### src/rtl/bus_cycle_ctrl.sv
// 8086-style bus cycle sequencer: T1-T2-T3-(Tw)-T4 cycles on an 8-bit bus,
// prefetching code bytes into the instruction queue, with data requests taking priority.
module bus_cycle_ctrl #(
  parameter int QUEUE_DEPTH = 4,
  parameter int ADDR_W      = 20,
  parameter int DATA_W      = 8
) (
  input  logic              clk,
  input  logic              reset,
  input  logic [ADDR_W-1:0] Fetch_Addr,
  input  logic [2:0]        Q_Count,
  input  logic              Q_Flush,
  input  logic              Data_Req,
  input  logic              Data_WR,
  input  logic [ADDR_W-1:0] Data_Addr,
  input  logic [DATA_W-1:0] Data_Out,
  output logic              Data_Ack,
  output logic [DATA_W-1:0] Data_In,
  input  logic              Ready,
  input  logic [DATA_W-1:0] Bus_In,
  output logic [DATA_W-1:0] Bus_Out,
  output logic              Bus_OE,
  output logic [ADDR_W-1:0] Addr,
  output logic              ALE,
  output logic              RD_n,
  output logic              WR_n,
  output logic              Q_Push,
  output logic [DATA_W-1:0] Q_Byte,
  output logic              IP_Inc,
  output logic              Busy
);

  typedef enum logic [2:0] {IDLE, T1, T2, T3, TW, T4} state_t;

  localparam logic [3:0] DEPTH = 4'(QUEUE_DEPTH);

  state_t     state, state_nxt;
  logic       cyc_data, cyc_wr, flush_pend;
  logic       deliver, grant_data, grant_fetch, launch, strobe;
  logic [3:0] eff_cnt;

  // The byte being pushed this T4 still counts against queue space for the next grant.
  always_comb begin
    deliver     = (state == T4) && !cyc_data && !flush_pend && !Q_Flush;
    eff_cnt     = {1'b0, Q_Count} + (deliver ? 4'd1 : 4'd0);
    grant_data  = Data_Req && !((state == T4) && cyc_data);
    grant_fetch = !Q_Flush && (eff_cnt < DEPTH);
    launch      = 1'b0;
    state_nxt   = state;
    case (state)
      IDLE, T4: begin
        if (grant_data || grant_fetch) begin
          state_nxt = T1;
          launch    = 1'b1;
        end else begin
          state_nxt = IDLE;
        end
      end
      T1:      state_nxt = T2;
      T2:      state_nxt = T3;
      T3, TW:  state_nxt = Ready ? T4 : TW;
      default: state_nxt = IDLE;
    endcase
  end

  always_comb begin
    strobe   = (state == T2) || (state == T3) || (state == TW);
    ALE      = (state == T1);
    RD_n     = !(strobe && !cyc_wr);
    WR_n     = !(strobe && cyc_wr);
    Bus_OE   = cyc_wr && (strobe || (state == T4));
    Q_Push   = deliver;
    IP_Inc   = deliver;
    Data_Ack = (state == T4) && cyc_data;
    Busy     = (state != IDLE);
  end

  always_ff @(posedge clk or posedge reset) begin
    if (reset) begin
      state      <= IDLE;
      cyc_data   <= 1'b0;
      cyc_wr     <= 1'b0;
      flush_pend <= 1'b0;
      Addr       <= '0;
      Bus_Out    <= '0;
      Data_In    <= '0;
      Q_Byte     <= '0;
    end else begin
      state <= state_nxt;
      if (launch) begin
        cyc_data <= grant_data;
        cyc_wr   <= grant_data && Data_WR;
        Addr     <= grant_data ? Data_Addr : Fetch_Addr;
        if (grant_data && Data_WR)
          Bus_Out <= Data_Out;
      end
      // Read data is taken on the edge that leaves T3/TW with memory ready.
      if ((state == T3 || state == TW) && Ready && !cyc_wr) begin
        if (cyc_data)
          Data_In <= Bus_In;
        else
          Q_Byte <= Bus_In;
      end
      if (state == T4)
        flush_pend <= 1'b0;
      else if (!cyc_data && Q_Flush && (state == T1 || strobe))
        flush_pend <= 1'b1;
    end
  end

endmodule
### config.mk
export PLATFORM = sky130hd
export DESIGN_NAME = bus_cycle_ctrl
export DESIGN_NICKNAME = d
export VERILOG_FILES = /design/src/rtl/bus_cycle_ctrl.sv
export SDC_FILE = /design/constraint.sdc
export NUM_CORES = 1
export LEC_CHECK = 0
export CAP_MARGIN = 20
export CORE_ASPECT_RATIO = 0.6
export CORE_MARGIN = 2
export CORE_UTILIZATION = 40
export CTS_CLUSTER_SIZE = 14
export DETAILED_ROUTE_END_ITERATION = 7
export GPL_TIMING_DRIVEN = 0
export MAX_ROUTING_LAYER = met4
export PLACE_DENSITY = 0.81
export SLEW_MARGIN = 10
export SYNTH_ARGS = -nofsm -noshare
export SYNTH_HDL_FRONTEND = slang
export SYNTH_SLANG_ARGS = --single-unit
### constraint.sdc
create_clock -name clk -period 4.5 [get_ports clk]
set_clock_uncertainty 0.2 [all_clocks]
set_input_delay 1.35 -clock clk [delete_from_list [all_inputs] [get_ports clk]]
set_output_delay 1.35 -clock clk [all_outputs]
set_load 0.01 [all_outputs]
## After elaboration in Yosys (flattened, before gate mapping)

Index checks and enable logic that the tools add are counted.

- Reduce and logical (&&, ||, !) cells: 35
- Mux-type cells: 9
- Eq/ne operators: 5
- Add/subtract/negate cells: 1
- Bitwise logic cells: 1
- Magnitude comparators: 1

Operators with widths:

| kind | number |
|---|---|
| two-way mux 20 bit | 1 |
| logical AND 1 bit | 14 |
| one-hot mux 3 bit (4 select lines) | 1 |
| zero test 1 bit | 7 |
| two-way mux 1 bit | 7 |
| equality test 3 x 2 -> 1 bit, second input constant | 2 |
| equality test 3 bit, second input constant | 2 |
| logical OR 1 bit | 6 |
| AND reduction 2 bit | 3 |
| adder 3 x 1 -> 4 bit | 1 |
| less-than comparator 4 x 3 -> 1 bit, second input constant | 1 |
| OR reduction 2 bit | 2 |
| equality test 3 x 1 -> 1 bit, second input constant | 1 |
| zero test 3 bit | 1 |
| nonzero test 3 bit | 1 |
| nonzero test 2 bit | 1 |
| NOT 1 bit | 1 |

- Flip-flop bits (word level): 50

## Logic depth before layout (Yosys ltp)

Gate-level depths: netlist of run 1.

- Depth in word-level cells: 12
- Depth in mapped cells: 6
- Gate-level depth less buffers: 4

## Least setup slack after synthesis of run 1

No wires, ideal clock.

- Path type: input -> output
- Start point: input port Q_Flush
- End point: output port Q_Push
- Buffers on the path: 1
- Slack: 0.875 ns
- Stages: 2
- Arrival: 2.075 ns
- Required time: 2.950 ns
- Cells stage by stage: nor4_1 buf_4

- Longest elaborated chain between the ends: 2

Ends and longest elaborated chain:

| element | line | text |
|---|---|---|
| start, declared | 12 | `input logic Q_Flush,` |
| zero test 1 bit | 44 | `deliver = (state == T4) && !cyc_data && !flush_pend && !Q_Flush;` |
| logical AND 1 bit | 44 |  |
| end, declared | 27 | `output logic Q_Push,` |

Every way passes these cells.

## Worst setup path after layout of run 1

Ends and elaborated chain as after synthesis.

==> metrics.txt, run 1 <==
Max Fclk 228.6 MHz; worst reg-to-reg path cell count 6; Top Ports 117; maximum number of pins on one net before global-route repair 35; Worst setup startpoint Q_Flush; Tmin final 4375 ps; Synth async-reset ratio 100.0%; Wirelength per Cell 14.75 µm; relative slew slack 60.16%; hold_buf cts 0; Synth Cell Area 2359 µm²; Pwr Density 611.7 nW/µm²; Crit Path Class in2out; Tcrit/Tclk final 97.23%; Vias/cell 4.628; Yosys cell types 29; final hold slack 290.9 ps; Worst-Skew Late Latency 290 ps; total grt overflow 0; Total GRT Usage 18.58%; reg2reg end Addr[17]; DRC viols 0; CTS tree built; share of layout cells above drive strength 1 28.82%; Die H 63.48 µm; Syn Inst Count 164; Worst EP arrival 2830 ps; post-layout power 2.284 mW; RSZ-0062 raised after global routing no; Lkg Pwr 1.586 nW; drt initial violations 69; dominant cell type by area after synthesis dfrtp_1; syn avg cell area 14.38 µm²; Core ar. 5623 µm²; Setup violations, final 0; post-route ant nets 0; antenna violations before repair 0; Slew Limit Fails 0; max cap viols 0; Final GP Congestion 0.7408; Post-CTS Setup Bufs 0; Pre-Repair DR Iteration Count 3; final setup TNS 0 ps; RR Startpoint state[1]; Max VDD drop 282.4 µV; Clock Pin Slew Worst Setup and Hold Paths 90 ps; Hold Path Class reg2reg; actual slew at the worst max-slew pin 597.5 ps; Initial Util 41.94%; root buffer cell clkbuf_8; Layout area overhead 58.30%; CP max stage cell clkdlybuf4s50_1; slowest stage delay, CP 520 ps; via count 1703; CTS sink cnt 50; Setup crit end Q_Push; Die ar. 6547 µm²; top-area cell type share of the netlist area 53.05%; CP Launch Type input pin; Critical path buffers and inverters 3; Ant. Diodes 0; Synth area leaders dfrtp_1, mux2_2, mux2_4, buf_6, o21ai_0; number of synthesized flops with an enable pin 0; result of the run finished clean; WP depth 4; ys flop type dfrtp_1; endpoint class of the critical path output pin; Hold Vio Cnt, Final 0; post-DP HPWL 4.194 mm; Data required, critical path 2950 ps; Total Wirelength 5.428 mm; post-cts repair resize count 1; worst path cell trace clkdlybuf4s50_1 -> nor4_4 -> buf_4 -> clkdlybuf4s50_1; syn_nets 229; Rows 21; worst-path fanout max 4; register area share after synthesis 53.05%; Final #Nets 353; FF+latch count, synth 50; CP top delay family buffers and inverters; critical path's most frequent cell clkdlybuf4s50_1; Clock Path Buffers 2; vias in the first global route 1892; first-pass GRT wire length 9.177 mm; register-to-register path setup slack 2060 ps; PortBufs 116; Num CTS Buffers 5; Yosys Warn Count 0; H-tree depth 2; Die Wd 103.1 µm
==> synth_stat cells (2+ instances only) <==
library cell,count
a21o_1,2
nor2b_1,2
mux2_2,44
a21oi_1,3
nor4_1,2
nor2_1,4
nand2b_1,3
mux2_4,18
clkbuf_1,2
nand2_1,3
dfrtp_1,50
o21ai_0,5
inv_1,5
buf_2,3
buf_6,3
mux2_1,2
==> area by class of cell <==
cell class / count / area, µm²
clock buffers: 5 / 68.82
fillers: 470 / 1889
flip-flops and latches: 50 / 1251
multi-input cells: 100 / 1040
inverters: 5 / 18.77
clock inverters: 2 / 10.01
repair buffers: 117 / 1181
well taps: 80 / 100.1
plain buffers: 9 / 63.81
==> how the worst min path moves through the flow <==
stage | cells after the start | from | end | slack, ps
finish | 1 | Q_Byte[2] | Q_Byte[2] | 290
CTS | 1 | Q_Byte[2] | Q_Byte[2] | 300
detailed placement | 1 | Q_Byte[2] | Q_Byte[2] | 280
global route | 1 | Q_Byte[2] | Q_Byte[2] | 310
floorplan | 1 | Q_Byte[2] | Q_Byte[2] | 330
global placement | 1 | Q_Byte[7] | Q_Byte[7] | 270
==> power breakdown <==
| part | internal [mW] | total [mW] | switching, mW | leakage [nW] |
|---|---|---|---|---|
| Sequential | 0.674 | 0.793 | 0.120 | 0.601 |
| Combinational | 0.788 | 1.25 | 0.458 | 0.941 |
| Clock | 0.105 | 0.244 | 0.139 | 0.0438 |
==> state kept, by name, indices dropped and copies added (netlist names) <==
name	flops
Q_Byte	8
state	3
Addr	20
cyc_data	1
cyc_wr	1
flush_pend	1
Bus_Out	8
Data_In	8
==> per-layer routing <==
metal	vias to the layer above	GRT usage (%)	wire, µm
met4	0	3.947	27
met1	820	24.93	2520
met5	-	-	0
met3	2	3.663	295
met2	55	29.38	2584
li1	826	-	-
==> layout by cell type (no fill, tap or decap) <==
master and count:
buf_6 3, a21o_1 2, buf_4 1, nand2_1 3, inv_2 1, or3_1 1, mux2_4 18, nor2b_1 2
buf_12 1, a21oi_1 3, clkbuf_8 5, nand4_1 1, nor4_1 1, nand2b_1 3, dfrtp_1 50, or2_2 1
xor2_1 1, nor3b_1 1, xnor2_1 1, inv_1 4, a2111oi_2 1, nand2b_4 1, a221o_1 1, or4b_4 1
and4_1 1, buf_2 3, mux2_2 44, a31oi_1 1, clkinv_2 2, clkbuf_1 2, mux2_1 2, o21ai_0 5
nor4_4 1, nor2_1 4, clkdlybuf4s50_1 116
==> cell families after synthesis <==
| group | count (synthesis) | share of synthesized area, % |
|---|---|---|
| and+or+nand+nor | 21 | 5.623 |
| buffers and inverters | 14 | 3.501 |
| muxes | 64 | 33.42 |
| xor gates and xnor gates | 2 | 0.7428 |
| DFF | 50 | 53.05 |
| AOI/OAI and AO/OA | 13 | 3.660 |
==> stage by stage <==
stage	setup slack [ps]	cells	utilization [%]	area (µm²)
after floorplan	874.8	164	-	2359
after global placement	-11.40	360	64.37	3620
after detailed placement	-17.71	361	64.73	3640
after CTS	81.56	368	66.24	3725
after global routing	36.59	368	66.40	3734
final	124.7	368	66.40	3734
No activity file was read; power rests on OpenSTA's default activity.
==> inputs of run 2 (changes only) <==
--- a/config.mk
+++ b/config.mk
@@ -9,3 +9,2 @@
 export CORE_ASPECT_RATIO = 0.6
-export CORE_MARGIN = 2
 export CORE_UTILIZATION = 40
@@ -16,2 +15,3 @@
 export PLACE_DENSITY = 0.81
+export REMOVE_ABC_BUFFERS = 1
 export SLEW_MARGIN = 10
==> constraint.sdc (replaced) <==
create_clock -name clk -period 4.5 [get_ports clk]
set_clock_uncertainty 0.2 [all_clocks]
set_input_delay 0.9 -clock clk [delete_from_list [all_inputs] [get_ports clk]]
set_output_delay 0.9 -clock clk [all_outputs]
set_load 0.01 [all_outputs]
==> run 2 against run 1 <==
Final area fell by 0.57%; largest cell class unchanged; maximum frequency increased by 24%; hold slack improved by 4.6 ps; die area fell by 5.0%; sequential power up 3.4%; wire length decreased by 1.4%; highest routed layer unchanged; power hardly changed; global-route usage up 0.22 points; sequential share of layout area increased by 0.19 points.
==> metrics.txt, run 2 (synthesized netlist as in run 1, its figures left out) <==
top library cells by usage in the layout, fill and taps aside clkdlybuf4s50_1, dfrtp_1, mux2_2, mux2_4, clkbuf_8; Total GRT Usage 18.80% (+0.22 points); Die Wd 101.1 µm (-1.9%); Num CTS Buffers 5 (unchanged); worst-path fanout max 4 (unchanged); GR Layer Usage met3 5.789% (+2.1 points); CP max stage cell clkdlybuf4s50_1; Slew Limit Fails 0 (unchanged); Top reg by flops Addr; Pre-Repair DR Iteration Count 4 (+1); first-pass GRT wire length 8.376 mm (-8.7%); max reg flops 20 (unchanged); Top Ports 117 (unchanged); Pwr Density 615.4 nW/µm² (+0.62%); H-tree depth 2 (unchanged); antenna violations before repair 0 (unchanged); maximum number of pins on one net before global-route repair 28 (-20%); DRC viols 0 (unchanged); Core ar. 5623 µm² (unchanged); most common cell after layout, fill and taps aside clkdlybuf4s50_1; via count 1703 (unchanged); endpoint class of the critical path output pin; design area 3712 µm² (-0.57%); Hold Path Class reg2reg; worst path cell trace clkdlybuf4s50_1 -> nor4_1 -> clkdlybuf4s50_1; Most Crowded Layer GR met2; Tmin final 3516 ps (-859.3 ps); Ant. Diodes 0 (unchanged); Rows 21 (unchanged); slack of the critical path 984.0 ps (+859.3 ps); Hold Vio Cnt, Final 0 (unchanged); relative slew slack 64.78% (+4.6 points); Setup WS pre-CTS 1004 ps (+1021 ps); Critical path buffers and inverters 2 (-1); CP top delay family buffers and inverters; Post-DP Area 3622 µm² (-0.48%); actual slew at the worst max-slew pin 527.5 ps (-70.09 ps); Crit Path Class in2out; drt initial violations 30 (-57%); post-layout power 2.285 mW (about the same); Layout area overhead 57.40%; placed insts 354 (-1.9%); Finished Core Util 66.02% (-0.38 points); critical path's most frequent cell clkdlybuf4s50_1; Clock Path Buffers 2 (unchanged); Die H 61.48 µm (-3.2%); Tcrit/Tclk final 78.13% (-19 points); Post-Layout Cell Count 362 (-1.6%); Worst EP arrival 2420 ps (-410 ps); CP Launch Type input pin; Final GP Congestion 0.7218 (-2.6%); slowest stage delay, CP 620 ps (+100 ps); Filler cells 443 (-5.7%); Max Fclk 284.4 MHz (+24%); result of the run finished clean; met1 usage 24.96% (+0.035 points); hold_buf cts 0 (unchanged); Max VDD drop 248.8 µV (-12%); Post-CTS Setup Bufs 0 (unchanged); CTS sink cnt 50 (unchanged); PortBufs 116 (unchanged); Lkg Pwr 1.563 nW (-1.5%); post-cts repair resize count 0 (-1); Worst-Skew Late Latency 300 ps (about the same); Data required, critical path 3400 ps (+450 ps); met2 usage 27.79% (-1.6 points); share of layout cells above drive strength 1 28.01% (-0.81 points); max cap viols 0 (unchanged); final hold slack 295.5 ps (+4.577 ps); Final #Nets 346 (-2.0%); post-route ant nets 0 (unchanged); post-DP HPWL 4.113 mm (-1.9%); Total Wirelength 5.350 mm (-1.4%); Initial Util 41.94% (unchanged); Die ar. 6217 µm² (-5.0%); final setup TNS 0 ps (unchanged); root buffer cell clkbuf_8; CTS tree built; Vias/cell 4.704 (+1.7%); RSZ-0062 raised after global routing no; total grt overflow 0 (unchanged); vias in the first global route 1753 (-7.3%); Wirelength per Cell 14.78 µm (+0.20%); Clock Pin Slew Worst Setup and Hold Paths 100 ps (about the same); Setup violations, final 0 (unchanged)
run 2: cell types whose count changed in the layout (fill, tap and decap cells not counted):
cell / previous run / this run
buf_2: 3 / 0
buf_6: 3 / 0
clkbuf_1: 2 / 0
buf_16: 0 / 1
buf_4: 1 / 0
buf_8: 0 / 1
clkinv_2: 2 / 1
clkinv_4: 0 / 1
clkinvlp_4: 0 / 1
nor4_1: 1 / 2
nor4_4: 1 / 0
o21ai_0: 5 / 4
o21ai_2: 0 / 1
run 2: worst paths after layout:
kind                           start         end  slack (ps)  depth (start not counted)
setup / recovery             Q_Flush      IP_Inc         980                          3
hold / removal             Q_Byte[7]   Q_Byte[7]         300                          1
setup reg to reg            state[2]    Addr[19]        1910                          5
hold reg to reg            Q_Byte[7]   Q_Byte[7]         300                          1
max in group asynchronous      reset  flush_pend        2830                          3
min in group asynchronous      reset  Bus_Out[7]         750                          2
run 2: area by class of cell:
class	count	area (µm²)	area share, %
flip-flops and latches	50	1251	33.70
inverters	5	18.77	0.5056
multi-input cells	100	1028	27.70
clock buffers	5	68.82	1.854
clock inverters	3	21.27	0.5730
repair buffers	119	1224	32.96
well taps	80	100.1	2.696
run 2: power breakdown:
part	switching, mW	total [mW]	internal, mW
clock	0.149	0.259	0.109
combinational	0.423	1.21	0.783
sequential	0.147	0.820	0.673
total	0.719	2.28	1.57
run 2: routing by layer:
layer / vias to the layer above / part of all wire (%)
met5: - / 0
met4: 0 / 0.80
met3: 7 / 7.2
met2: 67 / 44
met1: 810 / 48
li1: 819 / -
==> inputs of run 3 (changes only) <==
CORE_UTILIZATION = 36   (was 40)
PLACE_DENSITY = 0.77   (was 0.81)
clock period = 2.82 ns   (was 4.5 ns; I/O delays follow)
==> run 3 against run 2 <==
Die area is 11% higher; cell count increased by 1.1%; critical path depth is the same; via count rose by 1.6%; sequential power grew 61%; critical endpoint unchanged.
==> metrics.txt, run 3 (synthesized netlist as in run 1, its figures left out) <==
result of the run finished clean; post-DP HPWL 4.299 mm (+4.5%); Lkg Pwr 1.570 nW (+0.44%); Core ar. 6221 µm² (+11%); Hold Vio Cnt, Final 0 (unchanged); root buffer cell clkbuf_8; Pre-Repair DR Iteration Count 5 (+1); RSZ-0062 raised after global routing no; CTS sink cnt 50 (unchanged); CP max stage cell clkdlybuf4s50_1; design area 3754 µm² (+1.1%); Clock Path Buffers 2 (unchanged); most common cell after layout, fill and taps aside clkdlybuf4s50_1; DRC viols 0 (unchanged); clock share of power 13.4% (+2.1 points); critical path's most frequent cell clkdlybuf4s50_1; Total Wirelength 5.612 mm (+4.9%); worst path cell trace clkdlybuf4s50_1 -> nor4_2 -> clkdlybuf4s50_1; post-layout power 3.763 mW (+65%); worst-path fanout max 4 (unchanged); Switch Pwr 1.172 mW (+63%); drt initial violations 35 (+17%); Max VDD drop 411.6 µV (+65%); hold_buf cts 0 (unchanged); total grt overflow 0 (unchanged); maximum number of pins on one net before global-route repair 27 (-3.6%); Setup violations, final 0 (unchanged); Reg power frac 35.0% (-0.9 points); Top reg by flops Addr; slack of the critical path 132.9 ps (-851.1 ps); CP Launch Type input pin; post-route ant nets 0 (unchanged); Pwr Density 1003 nW/µm² (+63%); Die H 64.70 µm (+5.2%); Worst-Skew Late Latency 300 ps (about the same); max reg flops 20 (unchanged); first-pass GRT wire length 9.515 mm (+14%); H-tree depth 2 (unchanged); Filler cells 540 (+22%); Ant. Diodes 0 (unchanged); Crit Path Class in2out; max cap viols 0 (unchanged); Setup WS pre-CTS -22.71 ps (-1026 ps); relative slew slack 62.27% (-2.5 points); Total GRT Usage 18.48% (-0.32 points); Wirelength per Cell 15.33 µm (+3.8%); Rows 22 (+4.8%); PortBufs 116 (unchanged); top library cells by usage in the layout, fill and taps aside clkdlybuf4s50_1, dfrtp_1, mux2_2, mux2_4, clkbuf_8; Vias/cell 4.730 (+0.53%); Worst EP arrival 1920 ps (-500 ps); via count 1731 (+1.6%); share of layout cells above drive strength 1 29.08% (+1.1 points); Slew Limit Fails 0 (unchanged); Tcrit/Tclk final 95.29%; Hold Path Class reg2reg; switch share 31.16% (-0.32 points); endpoint class of the critical path output pin; Max Fclk 372.2 MHz; Post-DP Area 3627 µm² (+0.14%); Comb power frac 51.5% (-1.3 points); Die ar. 6890 µm² (+11%); antenna violations before repair 0 (unchanged); Tmin final 2687 ps; CTS tree built; slowest stage delay, CP 590 ps (-30 ps); Data required, critical path 2060 ps (-1340 ps); Die Wd 106.5 µm (+5.3%); Final #Nets 346 (unchanged); Initial Util 37.91% (-4.0 points); Num CTS Buffers 5 (unchanged); Clock Pin Slew Worst Setup and Hold Paths 100 ps (about the same); Top Ports 117 (unchanged); actual slew at the worst max-slew pin 565.2 ps (+37.70 ps); Final GP Congestion 0.7810 (+8.2%); Pint 2.591 mW (+65%); vias in the first global route 1940 (+11%); Layout area overhead 59.15%
==> run 3: changes by cell type in the layout (fill, tap and decap cells not counted) <==
cell | previous run | this run
bufinv_16 | 0 | 1
clkinv_2 | 1 | 0
clkinv_4 | 1 | 0
clkinvlp_4 | 1 | 2
dfrtp_1 | 50 | 49
dfrtp_2 | 0 | 1
nor3b_1 | 1 | 0
nor3b_2 | 0 | 1
nor4_1 | 2 | 1
nor4_2 | 0 | 1
==> run 3: timing repair <==
item / in CTS / in global routing
resized for setup: 0 / 3
endpoints found under the setup margin: 0 / 6
setup buffers: 0 / 0
==> run 3: worst max-delay path, delay by kind of cell <==
family,cells,cell delay [ps]
AND/OR/NAND/NOR,1,300
buffers and inverters,2,1060
==> run 3: final timing paths <==
| path | end | start | cells past startpoint | slack, ps |
|---|---|---|---|---|
| max | IP_Inc | Q_Flush | 3 | 130 |
| min | Q_Byte[2] | Q_Byte[2] | 1 | 300 |
| max reg2reg | Addr[19] | state[2] | 5 | 310 |
| min reg2reg | Q_Byte[2] | Q_Byte[2] | 1 | 300 |
| max in group asynchronous | Addr[10] | reset | 3 | 1460 |
| min in group asynchronous | Data_In[0] | reset | 2 | 430 |
==> run 3: cell type report <==
| class | instances | area [µm²] | share of cell area, % |
|---|---|---|---|
| repair buffers | 119 | 1224 | 32.60 |
| inverters | 5 | 18.77 | 0.5000 |
| flip-flops and latches | 50 | 1252 | 33.37 |
| multi-input cells | 100 | 1040 | 27.70 |
| clock inverters | 3 | 45.04 | 1.200 |
| well taps | 84 | 105.1 | 2.800 |
| clock buffers | 5 | 68.82 | 1.833 |
==> run 3: layer usage <==
metal | up-vias | track usage [%] | wire length (µm)
met2 | 54 | 29.14 | 2596
met5 | - | - | 0
met1 | 858 | 24.78 | 2714
met4 | 0 | 4.623 | 35
met3 | 2 | 3.521 | 266
li1 | 817 | - | -
==> run 3: metrics by stage <==
| step | cells | setup TNS (ps) | hold slack [ps] | utilization, % |
|---|---|---|---|---|
| after detailed placement | 358 | -252.4 | 273.7 | 58.31 |
| after global placement | 355 | -26290 | 271.8 | 57.24 |
| after global routing | 366 | 0 | 333.2 | 60.34 |
| after CTS | 366 | 0 | 306.3 | 60.14 |
| final | 366 | 0 | 297.4 | 60.34 |
| after floorplan | 155 | -5663 | 328.8 | - |
==> run 3: power groups by stage <==
stage	clock network [mW]	registers, mW	logic (mW)
2_1_floorplan	0	1.44	0.804
5_1_grt	0.551	1.37	2.07
6_report	0.506	1.32	1.94
3_3_place_gp	0	1.30	1.88
3_5_place_dp	0	1.32	1.95
4_1_cts	0.525	1.32	1.96
